`config.mk`:
```
export PLATFORM = sky130hd
export DESIGN_NAME = instr_fetch_unit_flat
export DESIGN_NICKNAME = d
export VERILOG_FILES = /design/src/rtl/rv_pkg.sv /design/src/rtl/instr_fetch_unit_if.sv /design/src/rtl/ifu_pc_reg.sv /design/src/rtl/instr_fetch_unit.sv /design/src/flat_wrapper.sv
export SDC_FILE = /design/constraint.sdc
export NUM_CORES = 1
export LEC_CHECK = 0
export ABC_AREA = 1
export ABC_CLOCK_PERIOD_IN_PS = 3000
export CAP_MARGIN = 25
export CELL_PAD_IN_SITES_DETAIL_PLACEMENT = 1
export CELL_PAD_IN_SITES_GLOBAL_PLACEMENT = 1
export CORE_MARGIN = 2
export CORE_UTILIZATION = 35
export CTS_BUF_LIST = sky130_fd_sc_hd__clkbuf_4 sky130_fd_sc_hd__clkbuf_8 sky130_fd_sc_hd__clkbuf_16
export DETAILED_ROUTE_END_ITERATION = 10
export PLACE_DENSITY = 0.95
export SKIP_LAST_GASP = 1
export SYNTH_ARGS = -nofsm -noshare
export SYNTH_HDL_FRONTEND = slang
export SYNTH_HIERARCHICAL = 1
export SYNTH_SLANG_ARGS = --single-unit
export TNS_END_PERCENT = 100
```
`constraint.sdc`:
```
create_clock -name clk -period 3 [get_ports clk]
set_input_delay 0.3 -clock clk [delete_from_list [all_inputs] [get_ports clk]]
set_output_delay 0.3 -clock clk [all_outputs]
set_load 0.01 [all_outputs]
```
`src/rtl/rv_pkg.sv`:
```
// Shared fetch-stage definitions: widths, NOP encoding, reset PC and FSM state type.
package rv_pkg;

  localparam int unsigned XLEN = 32;

  localparam logic [XLEN-1:0] NOP_INSTR        = 32'h0000_0013;
  localparam logic [XLEN-1:0] RESET_PC_DEFAULT = 32'h0000_0000;

  typedef enum logic [1:0] {
    IFU_REQ  = 2'd0,
    IFU_WAIT = 2'd1,
    IFU_HOLD = 2'd2
  } ifu_state_e;

  // Payload handed to decode
  typedef struct packed {
    logic [XLEN-1:0] instr;
    logic [XLEN-1:0] pc;
  } ifu_fetch_t;

  // Force an address onto a word boundary
  function automatic logic [XLEN-1:0] align_word(input logic [XLEN-1:0] addr);
    return {addr[XLEN-1:2], 2'b00};
  endfunction

endpackage

```
`src/rtl/instr_fetch_unit_if.sv`:
```
// Fetch-unit bus: instruction-memory request/response, decode handoff and redirect.
interface instr_fetch_unit_if;
  import rv_pkg::*;

  logic            imem_req_valid;
  logic            imem_req_ready;
  logic [XLEN-1:0] imem_addr;
  logic            imem_rsp_valid;
  logic [XLEN-1:0] imem_rdata;

  logic            id_valid;
  logic            id_ready;
  logic [XLEN-1:0] id_instr;
  logic [XLEN-1:0] id_pc;

  logic            redirect_valid;
  logic [XLEN-1:0] redirect_pc;

  modport master (
    output imem_req_valid, imem_addr, id_valid, id_instr, id_pc,
    input  imem_req_ready, imem_rsp_valid, imem_rdata, id_ready,
           redirect_valid, redirect_pc
  );

  modport slave (
    input  imem_req_valid, imem_addr, id_valid, id_instr, id_pc,
    output imem_req_ready, imem_rsp_valid, imem_rdata, id_ready,
           redirect_valid, redirect_pc
  );

endinterface

```
`src/rtl/ifu_pc_reg.sv`:
```
// Program counter: redirect (word-aligned) takes priority over sequential increment.
module ifu_pc_reg
  import rv_pkg::*;
#(
  parameter logic [XLEN-1:0] RESET_PC = RESET_PC_DEFAULT
) (
  input  logic            clk,
  input  logic            rst,
  input  logic            i_inc,
  input  logic            i_redirect,
  input  logic [XLEN-1:0] i_redirect_pc,
  output logic [XLEN-1:0] o_pc
);

  logic [XLEN-1:0] r_pc;

  // PC update; increment wraps modulo 2^XLEN
  always_ff @(posedge clk or posedge rst) begin
    if (rst) begin
      r_pc <= RESET_PC;
    end else if (i_redirect) begin
      r_pc <= align_word(i_redirect_pc);
    end else if (i_inc) begin
      r_pc <= r_pc + XLEN'(4);
    end
  end

  assign o_pc = r_pc;

endmodule

```
`src/rtl/instr_fetch_unit.sv`:
```
// Fetch stage: one outstanding imem read, single-entry output/hold register,
// redirect with stale-response discard.
// Optional macro IFU_PERF_CNT_EN adds fetch_count/flush_count ports.
module instr_fetch_unit #(
  parameter logic [31:0] RESET_PC = rv_pkg::RESET_PC_DEFAULT,
  parameter int unsigned XLEN     = 32
) (
  input  logic                      clk,
  input  logic                      rst,
  instr_fetch_unit_if.master        bus
`ifdef IFU_PERF_CNT_EN
  ,
  output logic [31:0]               fetch_count,
  output logic [31:0]               flush_count
`endif
);
  import rv_pkg::*;

  ifu_state_e  r_state;
  logic        r_drop;
  logic        r_req_valid;
  logic        r_id_valid;
  ifu_fetch_t  r_out;

  logic [XLEN-1:0] w_pc;
  logic            w_accept;
  logic            w_redirect;
  logic            w_rsp;
  logic            w_load;

  // Event decode; a response only counts while waiting for one
  assign w_accept   = r_req_valid && bus.imem_req_ready;
  assign w_redirect = bus.redirect_valid;
  assign w_rsp      = bus.imem_rsp_valid && (r_state == IFU_WAIT);
  assign w_load     = w_rsp && !r_drop && !w_redirect;

  ifu_pc_reg #(
    .RESET_PC (RESET_PC)
  ) u_pc_reg (
    .clk           (clk),
    .rst           (rst),
    .i_inc         (w_load),
    .i_redirect    (w_redirect),
    .i_redirect_pc (bus.redirect_pc),
    .o_pc          (w_pc)
  );

  // Fetch FSM with registered request and decode outputs
  always_ff @(posedge clk or posedge rst) begin
    if (rst) begin
      r_state     <= IFU_REQ;
      r_drop      <= 1'b0;
      r_req_valid <= 1'b0;
      r_id_valid  <= 1'b0;
      r_out       <= '{instr: NOP_INSTR, pc: '0};
    end else begin
      case (r_state)
        IFU_REQ: begin
          r_req_valid <= 1'b1;
          if (w_accept) begin
            // A redirect here lets the old-pc request go out but marks it stale
            r_state     <= IFU_WAIT;
            r_req_valid <= 1'b0;
            r_drop      <= w_redirect;
          end
        end
        IFU_WAIT: begin
          if (w_rsp) begin
            r_drop      <= 1'b0;
            r_state     <= IFU_REQ;
            r_req_valid <= 1'b1;
            if (w_load) begin
              r_out       <= '{instr: bus.imem_rdata, pc: w_pc};
              r_id_valid  <= 1'b1;
              r_state     <= IFU_HOLD;
              r_req_valid <= 1'b0;
            end
          end else if (w_redirect) begin
            r_drop <= 1'b1;
          end
        end
        IFU_HOLD: begin
          // Redirect flushes the held word even if decode takes it this cycle
          if (w_redirect || bus.id_ready) begin
            r_id_valid  <= 1'b0;
            r_state     <= IFU_REQ;
            r_req_valid <= 1'b1;
          end
        end
        default: begin
          r_state     <= IFU_REQ;
          r_req_valid <= 1'b0;
          r_id_valid  <= 1'b0;
          r_drop      <= 1'b0;
        end
      endcase
    end
  end

  assign bus.imem_req_valid = r_req_valid;
  assign bus.imem_addr      = w_pc;
  assign bus.id_valid       = r_id_valid;
  assign bus.id_instr       = r_out.instr;
  assign bus.id_pc          = r_out.pc;

`ifdef IFU_PERF_CNT_EN
  logic w_fetch_hs;
  logic w_flush;
  logic [31:0] r_fetch_count;
  logic [31:0] r_flush_count;

  assign w_fetch_hs = r_id_valid && bus.id_ready && !w_redirect;
  assign w_flush    = w_redirect &&
                      ((r_state == IFU_HOLD) ||
                       ((r_state == IFU_WAIT) && !r_drop) ||
                       ((r_state == IFU_REQ) && w_accept));

  // Handshake and flush counters, free-running with wrap
  always_ff @(posedge clk or posedge rst) begin
    if (rst) begin
      r_fetch_count <= '0;
      r_flush_count <= '0;
    end else begin
      if (w_fetch_hs) r_fetch_count <= r_fetch_count + 32'(1);
      if (w_flush)    r_flush_count <= r_flush_count + 32'(1);
    end
  end

  assign fetch_count = r_fetch_count;
  assign flush_count = r_flush_count;
`endif

  // Responses are only legal while a request is outstanding
  a_rsp_only_in_wait: assert property (
    @(posedge clk) disable iff (rst) bus.imem_rsp_valid |-> (r_state == IFU_WAIT)
  );

endmodule

```
`src/flat_wrapper.sv`:
```
// flat-port wrapper written by rule: the top's interface ports become plain ports
module instr_fetch_unit_flat import rv_pkg::*;
#(
  parameter logic [31:0] RESET_PC = rv_pkg::RESET_PC_DEFAULT,
  parameter int unsigned XLEN     = 32
)
  (clk, rst, bus_imem_req_valid, bus_imem_addr, bus_id_valid, bus_id_instr, bus_id_pc, bus_imem_req_ready, bus_imem_rsp_valid, bus_imem_rdata, bus_id_ready, bus_redirect_valid, bus_redirect_pc);
  instr_fetch_unit_if bus_i ();
  input  logic clk;
  input  logic rst;
  output wire logic [$bits(bus_i.imem_req_valid)-1:0] bus_imem_req_valid;
  output wire logic [$bits(bus_i.imem_addr)-1:0] bus_imem_addr;
  output wire logic [$bits(bus_i.id_valid)-1:0] bus_id_valid;
  output wire logic [$bits(bus_i.id_instr)-1:0] bus_id_instr;
  output wire logic [$bits(bus_i.id_pc)-1:0] bus_id_pc;
  input wire logic [$bits(bus_i.imem_req_ready)-1:0] bus_imem_req_ready;
  input wire logic [$bits(bus_i.imem_rsp_valid)-1:0] bus_imem_rsp_valid;
  input wire logic [$bits(bus_i.imem_rdata)-1:0] bus_imem_rdata;
  input wire logic [$bits(bus_i.id_ready)-1:0] bus_id_ready;
  input wire logic [$bits(bus_i.redirect_valid)-1:0] bus_redirect_valid;
  input wire logic [$bits(bus_i.redirect_pc)-1:0] bus_redirect_pc;
  assign bus_imem_req_valid = bus_i.imem_req_valid;
  assign bus_imem_addr = bus_i.imem_addr;
  assign bus_id_valid = bus_i.id_valid;
  assign bus_id_instr = bus_i.id_instr;
  assign bus_id_pc = bus_i.id_pc;
  assign bus_i.imem_req_ready = bus_imem_req_ready;
  assign bus_i.imem_rsp_valid = bus_imem_rsp_valid;
  assign bus_i.imem_rdata = bus_imem_rdata;
  assign bus_i.id_ready = bus_id_ready;
  assign bus_i.redirect_valid = bus_redirect_valid;
  assign bus_i.redirect_pc = bus_redirect_pc;
  instr_fetch_unit #(.RESET_PC(RESET_PC), .XLEN(XLEN)) u_core (.clk(clk), .rst(rst), .bus(bus_i));
endmodule
```
After elaboration in Yosys (flattened, before gate mapping)
Index checks and enable logic that the tools add are counted.
W data, S select, Z words.
{ "totals": {"inputBits": 70, "latch_bits": 0, "ff_bits": 101, "romBits": 0, "mem_count": 0, "ramBits": 0} }
{ "op_classes": {"bitwise": 2, "n_addsub": 1, "shifts": 0, "n_mux": 20, "div_mod_pow": 0, "magnitude_cmp": 0, "mul": 0, "reduce_logical": 14, "n_eq_ne": 7} }
{ "ops": {"columns": ["cell", "count"], "rows": [
  ["$mux W32", 2],
  ["$add A32 B3 Y32 const B", 1],
  ["$mux W1", 10],
  ["$pmux W1 S3", 3],
  ["$reduce_and A3 Y1", 3],
  ["$mux W2", 4],
  ["$ne A2 B1 Y1 const B", 3],
  ["$pmux W2 S3", 1],
  ["$logic_and A1 B1 Y1", 4],
  ["$reduce_and A4 Y1", 1],
  ["$ne A3 B2 Y1 const B", 1],
  ["$eq A2 B1 Y1 const B", 1],
  ["$eq A2 B2 Y1 const B", 1],
  ["$logic_not A1 Y1", 2],
  ["$logic_not A2 Y1", 1],
  ["$ne A2 B2 Y1 const B", 1],
  ["$not A1 Y1", 2],
  ["$reduce_and A2 Y1", 1],
  ["$reduce_bool A2 Y1", 1],
  ["$logic_or A1 B1 Y1", 1]
]} }

Depth between registers and ports, before layout
{ "depth": {"ltp_word": 7, "ltp_mapped": 10} }

Modules after synthesis
Netlist, hierarchy kept.
{ "by_module_without_submodules": {"columns": ["module", "area_per_inst_um2", "n_inst", "cells_per_inst"], "rows": [
  ["instr_fetch_unit", 2718.9, 1, 312],
  ["ifu_pc_reg", 2124.5, 1, 307]
]} }

Worst setup path after synthesis
No wires, ideal clock.
{ "synth_path": {"path_type": "register to register", "startpoint": "register u_core.r_state[0]", "endpoint": "register u_core.u_pc_reg.r_pc[19], in the netlist u_core/u_pc_reg/o_pc[19]", "slack_ns": 1.432, "required_time_ns": 2.933, "setup_time_ns": 0.067, "n_path_buf": 2, "path_stages_with_launch": 10, "period_less_slack_ns": 1.568, "t_arrival_ns": 1.502, "path_cell_list": "dfrtp_1 > inv_2 > nor2_4 > nand3_2 > inv_2 > buf_2 > nor2_2 > clkbuf_1 > a22oi_1 > nand2_1"} }
{ "synth_via": {"elab_chain_len": 5} }
{ "synth_rtl": {"columns": ["element", "line_no", "source"], "rows": [
  ["start, declared", "instr_fetch_unit.sv:19", "ifu_state_e r_state;"],
  ["start signal, assigned", "instr_fetch_unit.sv:51", "r_state <= IFU_REQ;"],
  ["start signal, assigned", "instr_fetch_unit.sv:62", "r_state <= IFU_WAIT;"],
  ["start signal, assigned", "instr_fetch_unit.sv:70", "r_state <= IFU_REQ;"],
  ["$eq A2 B1 Y1", "instr_fetch_unit.sv:34", "assign w_rsp = bus.imem_rsp_valid && (r_state == IFU_WAIT);"],
  ["$logic_and A1 B1 Y1", "instr_fetch_unit.sv:34", null],
  ["$logic_and A1 B1 Y1 (2 in series)", "instr_fetch_unit.sv:35", "assign w_load = w_rsp && !r_drop && !w_redirect;"],
  ["via u_core.w_load", "instr_fetch_unit.sv:29", "logic w_load;"],
  ["$reduce_bool A2 Y1 (no source line)", null, null],
  ["end signal, assigned", "ifu_pc_reg.sv:22", "r_pc <= align_word(i_redirect_pc);"],
  ["end signal, assigned", "ifu_pc_reg.sv:24", "r_pc <= r_pc + XLEN'(4);"],
  ["end, declared", "ifu_pc_reg.sv:15", "logic [XLEN-1:0] r_pc;"]
]} }
The timed path passes the listed nets, and every way through them passes these cells.
A chain may end at the register's enable or synchronous reset.

Worst setup path in the final report
{ "layout_path": {"startpoint": "input port bus_imem_rsp_valid", "endpoint": "register u_core.u_pc_reg.r_pc[15], in the netlist u_core/u_pc_reg/o_pc[15]"} }
{ "layout_via": {"elab_chain_len": 4} }
{ "layout_rtl": {"columns": ["element", "line_no", "source"], "rows": [
  ["start, declared", "flat_wrapper.sv:17", "input wire logic [$bits(bus_i.imem_rsp_valid)-1:0] bus_imem_rsp_valid;"],
  ["$logic_and A1 B1 Y1", "instr_fetch_unit.sv:34", null],
  ["$logic_and A1 B1 Y1 (2 in series)", "instr_fetch_unit.sv:35", null],
  ["$reduce_bool A2 Y1 (no source line)", null, null]
]} }
No other way between the ends.

==> Flow_metrics.wiki <==
{| class="wikitable"
! Metric !! Value
|-
| Worst reg2reg path endpoint || u_core/u_pc_reg/o_pc[15]$_DFFE_PP0N_
|-
| Leading cell type in the layout, fill and taps excluded || nand2_1
|-
| Most frequently used flop master after synthesis || dfrtp_1
|-
| Final net count || 850
|-
| Top library cells by usage in the layout, fill and taps aside || nand2_1, clkdlybuf4s50_1, dfrtp_1
|-
| Largest net degree at the start of global routing || 67
|-
| Die Outline Area || between 0.01 and 0.015 mm2
|-
| Proportion of layout cells with a drive suffix above 1 || approximately 7%
|-
| CTS tree || done
|-
| Worst-case setup margin in the final layout || a little under 0.8 ns
|-
| Share of the synthesized area in the top cell type || about half
|-
| Number of clock sinks || approximately 100
|-
| Total inserted antenna cells || 0
|-
| Ratio of final minimum period to clock period || roughly three quarters
|-
| Placeable core area || around 0.013 mm2
|-
| Signed area change from the synthesized netlist to the final layout || 43.0%
|-
| Max-cap viol count || 0
|-
| Count of final setup violators || 0
|-
| Number of buffers added to fix hold violations after cts || 0
|-
| Initial antenna violation count || 0
|-
| Final number of hold-violating endpoints || 0
|-
| Max Clock Freq || roughly 450 MHz
|-
| Detailed-route DRC error count || 0
|-
| Antenna violation net count after detailed routing || 0
|-
| Setup slack at placement || ~0.45 ns
|-
| Count of buffers inserted at the top-level ports || 163
|-
| Post-DP HPWL || approximately 11 mm
|-
| Syn. warnings || 6
|-
| Crit path launch type || primary input
|-
| Cell accounting for the most synthesized area || dfrtp_1
|-
| Rows || 42
|-
| Synthesized netlist cell count || just over 600
|-
| Standard cell area after detailed placement || 0.00662 mm2
|-
| CP Max Fanout || 21
|-
| Chip Width || between 100 and 150 um
|-
| Setup crit end kind || register
|-
| Data required time of the worst path || between 3 and 4 ns
|-
| Synthesized area divided by synthesized cell count || between 7 and 8 um2
|-
| Peak VDD IR || about 0.25 mV
|-
| Worst clock skew || just over 0.006 ns
|-
| All-Layer GR Usage || 21.4%
|-
| RSZ-0062 raised after global routing || false
|-
| Worst max-slew margin expressed relative to the limit || slightly above 50%
|-
| First-pass GRT wire length || ~25 mm
|-
| Worst reg-to-reg path cell count || 7
|-
| Final design area excluding fillers || 0.00692 mm2
|-
| Result of the run || finished clean
|-
| Via count of the first global-routing pass || about 5000
|-
| Total vias in the final route || roughly 4700
|-
| CTS clk-pin slew, worst paths || ~0.07 ns
|-
| Count of flip-flops with a built-in enable after synthesis || 0
|-
| Global route overflow || 0
|-
| Number of pins with negative max-slew slack in the final report || 0
|-
| Cts bufs inserted || 9
|-
| Average wire per standard cell || 16.2 um
|-
| Clock Latency Late Sink || 0.34 ns
|-
| Synth Register Bits || 99
|-
| Async S/R FF share, synth || 100%
|-
| Placer Congestion || between 0.8 and 0.9
|-
| Wirelength, routed || around 16 mm
|-
| Worst flop-to-flop path startpoint || u_core/r_state[1]$_DFFE_PP0P_
|-
| Fraction of the yosys area taken by sequential cells || about half
|-
| Type of the tightest min-delay check || primary input to asynchronous set/reset pin
|-
| Shortest clock period the worst path allows after layout || about 2.2 ns
|-
| Synthesized area || approximately 0.0048 mm2
|-
| Post-synth cell types || 27
|-
| Total number of H-tree levels || 3
|-
| Starting density of the core || between 30% and 40%
|-
| Worst-case register-to-register setup slack || ~0.85 ns
|-
| 1st-iter DRT viols || roughly 240
|-
| Number of buffers between clock root and the deepest sink || 2
|-
| Leakage component of the power || between 3 and 4 nW
|-
| Detailed Routing Iterations Pass 1 || 4
|-
| CTS Root Buffer Type || clkbuf_16
|-
| Critical path arrival || between 2 and 3 ns
|-
| Cell types with the largest area share after synthesis || dfrtp_1, nand2_1, nand3_1, a22oi_1, inv_1
|-
| Postcts setup bufs || 0
|-
| Die Y-Extent || between 100 and 150 um
|-
| Ports placed on the boundary || roughly 170
|-
| Number of vias per cell after detailed routing || between 4 and 5
|-
| Post-Route Hold Slack || 0.306 ns
|-
| Number of gates given a new drive strength after cts || 0
|-
| Kind of critical path || primary input to register
|-
| Aggregate negative setup slack || 0 ns
|-
| Tightest Pin Transition || between 0.7 and 0.8 ns
|-
| Power Density || between 800 and 900 mW/mm2
|}
[final cells by class]
type | count | area (um2)
multi-input cells | 461 | 2080
flip-flops and latches | 99 | 2480
well taps | 176 | 220
inverters | 37 | 139
clock buffers | 14 | 269
clock inverters | 2 | 35.0
repair buffers | 171 | 1700
fillers | 1628 | 6480
[worst max-delay path by stage]
stage	from	end	depth (start not counted)
finish	bus_imem_rsp_valid	u_core/u_pc_reg/o_pc[15]$_DFFE_PP0N_	9
global route	bus_imem_rsp_valid	u_core/u_pc_reg/o_pc[15]$_DFFE_PP0N_	9
CTS	bus_imem_rsp_valid	u_core/u_pc_reg/o_pc[15]$_DFFE_PP0N_	9
detailed placement	bus_imem_rsp_valid	u_core/u_pc_reg/o_pc[15]$_DFFE_PP0N_	9
global placement	bus_imem_rsp_valid	u_core/u_pc_reg/o_pc[15]$_DFFE_PP0N_	9
floorplan	rst	u_core/bus.id_instr[10]$_DFFE_PP0P_	1
[where the power goes]
group	internal, mW	switching (mW)
registers	1.84	0.355
clock network	0.706	0.485
logic	1.17	1.01
[through the flow]
step                      std cells  util [%]  total power, mW
after floorplan                 620         -             3.09
after global placement          944      49.4             4.30
after detailed placement        944      49.4             4.41
after CTS                       960      51.7             5.63
after global routing            960      51.7             5.92
final                           960      51.7             5.56
[synthesized netlist by cell type (5+ instances only)]
cell type	instances
buf_6	6
o21ai_0	9
a22oi_1	21
nand3_1	41
clkbuf_1	5
xor2_1	6
nor2_1	31
buf_2	10
nor2_2	6
nand2_2	7
nor2_4	10
nand2_1	308
inv_1	35
dfrtp_1	96
[critical path, cell delays in order]
cell and delay (ns):
clkdlybuf4s50_1 0.50, inv_1 0.08, nor2_1 0.11, nand3_2 0.10, inv_2 0.17, nand2_1 0.22
inv_1 0.59, o21ai_0 0.24, o21ai_1 0.17
[kinds of logic after synthesis]
kind of cell	count (synthesis)	synth area share [%]
AND/OR/NAND/NOR	411	35.7
adder cells (fa/ha/maj)	1	0.258
flip-flops	99	51.2
AO/OA/AOI/OAI	41	5.63
buffers and inverters	60	5.99
other	1	0.0774
XOR/XNOR	6	1.08
[metal layers]
| layer | track usage (%) | vias to the layer above | wire, um |
|---|---|---|---|
| met5 | 0 | - | 0 |
| met4 | 7.83 | 0 | 331 |
| met3 | 3.23 | 21 | 824 |
| met2 | 37.5 | 146 | 7660 |
| met1 | 26.8 | 2274 | 6730 |
| li1 | - | 2243 | - |
[state kept, by name, indices dropped and copies added, names as in the netlist]
signal                     count
u_core/bus.imem_req_valid      1
u_core/r_drop                  1
u_core/bus.id_valid            1
u_core/bus.id_pc              32
u_core/r_state                 2
u_core/bus.id_instr           32
u_core/u_pc_reg/o_pc          30
(Power assumes the default switching activity.)
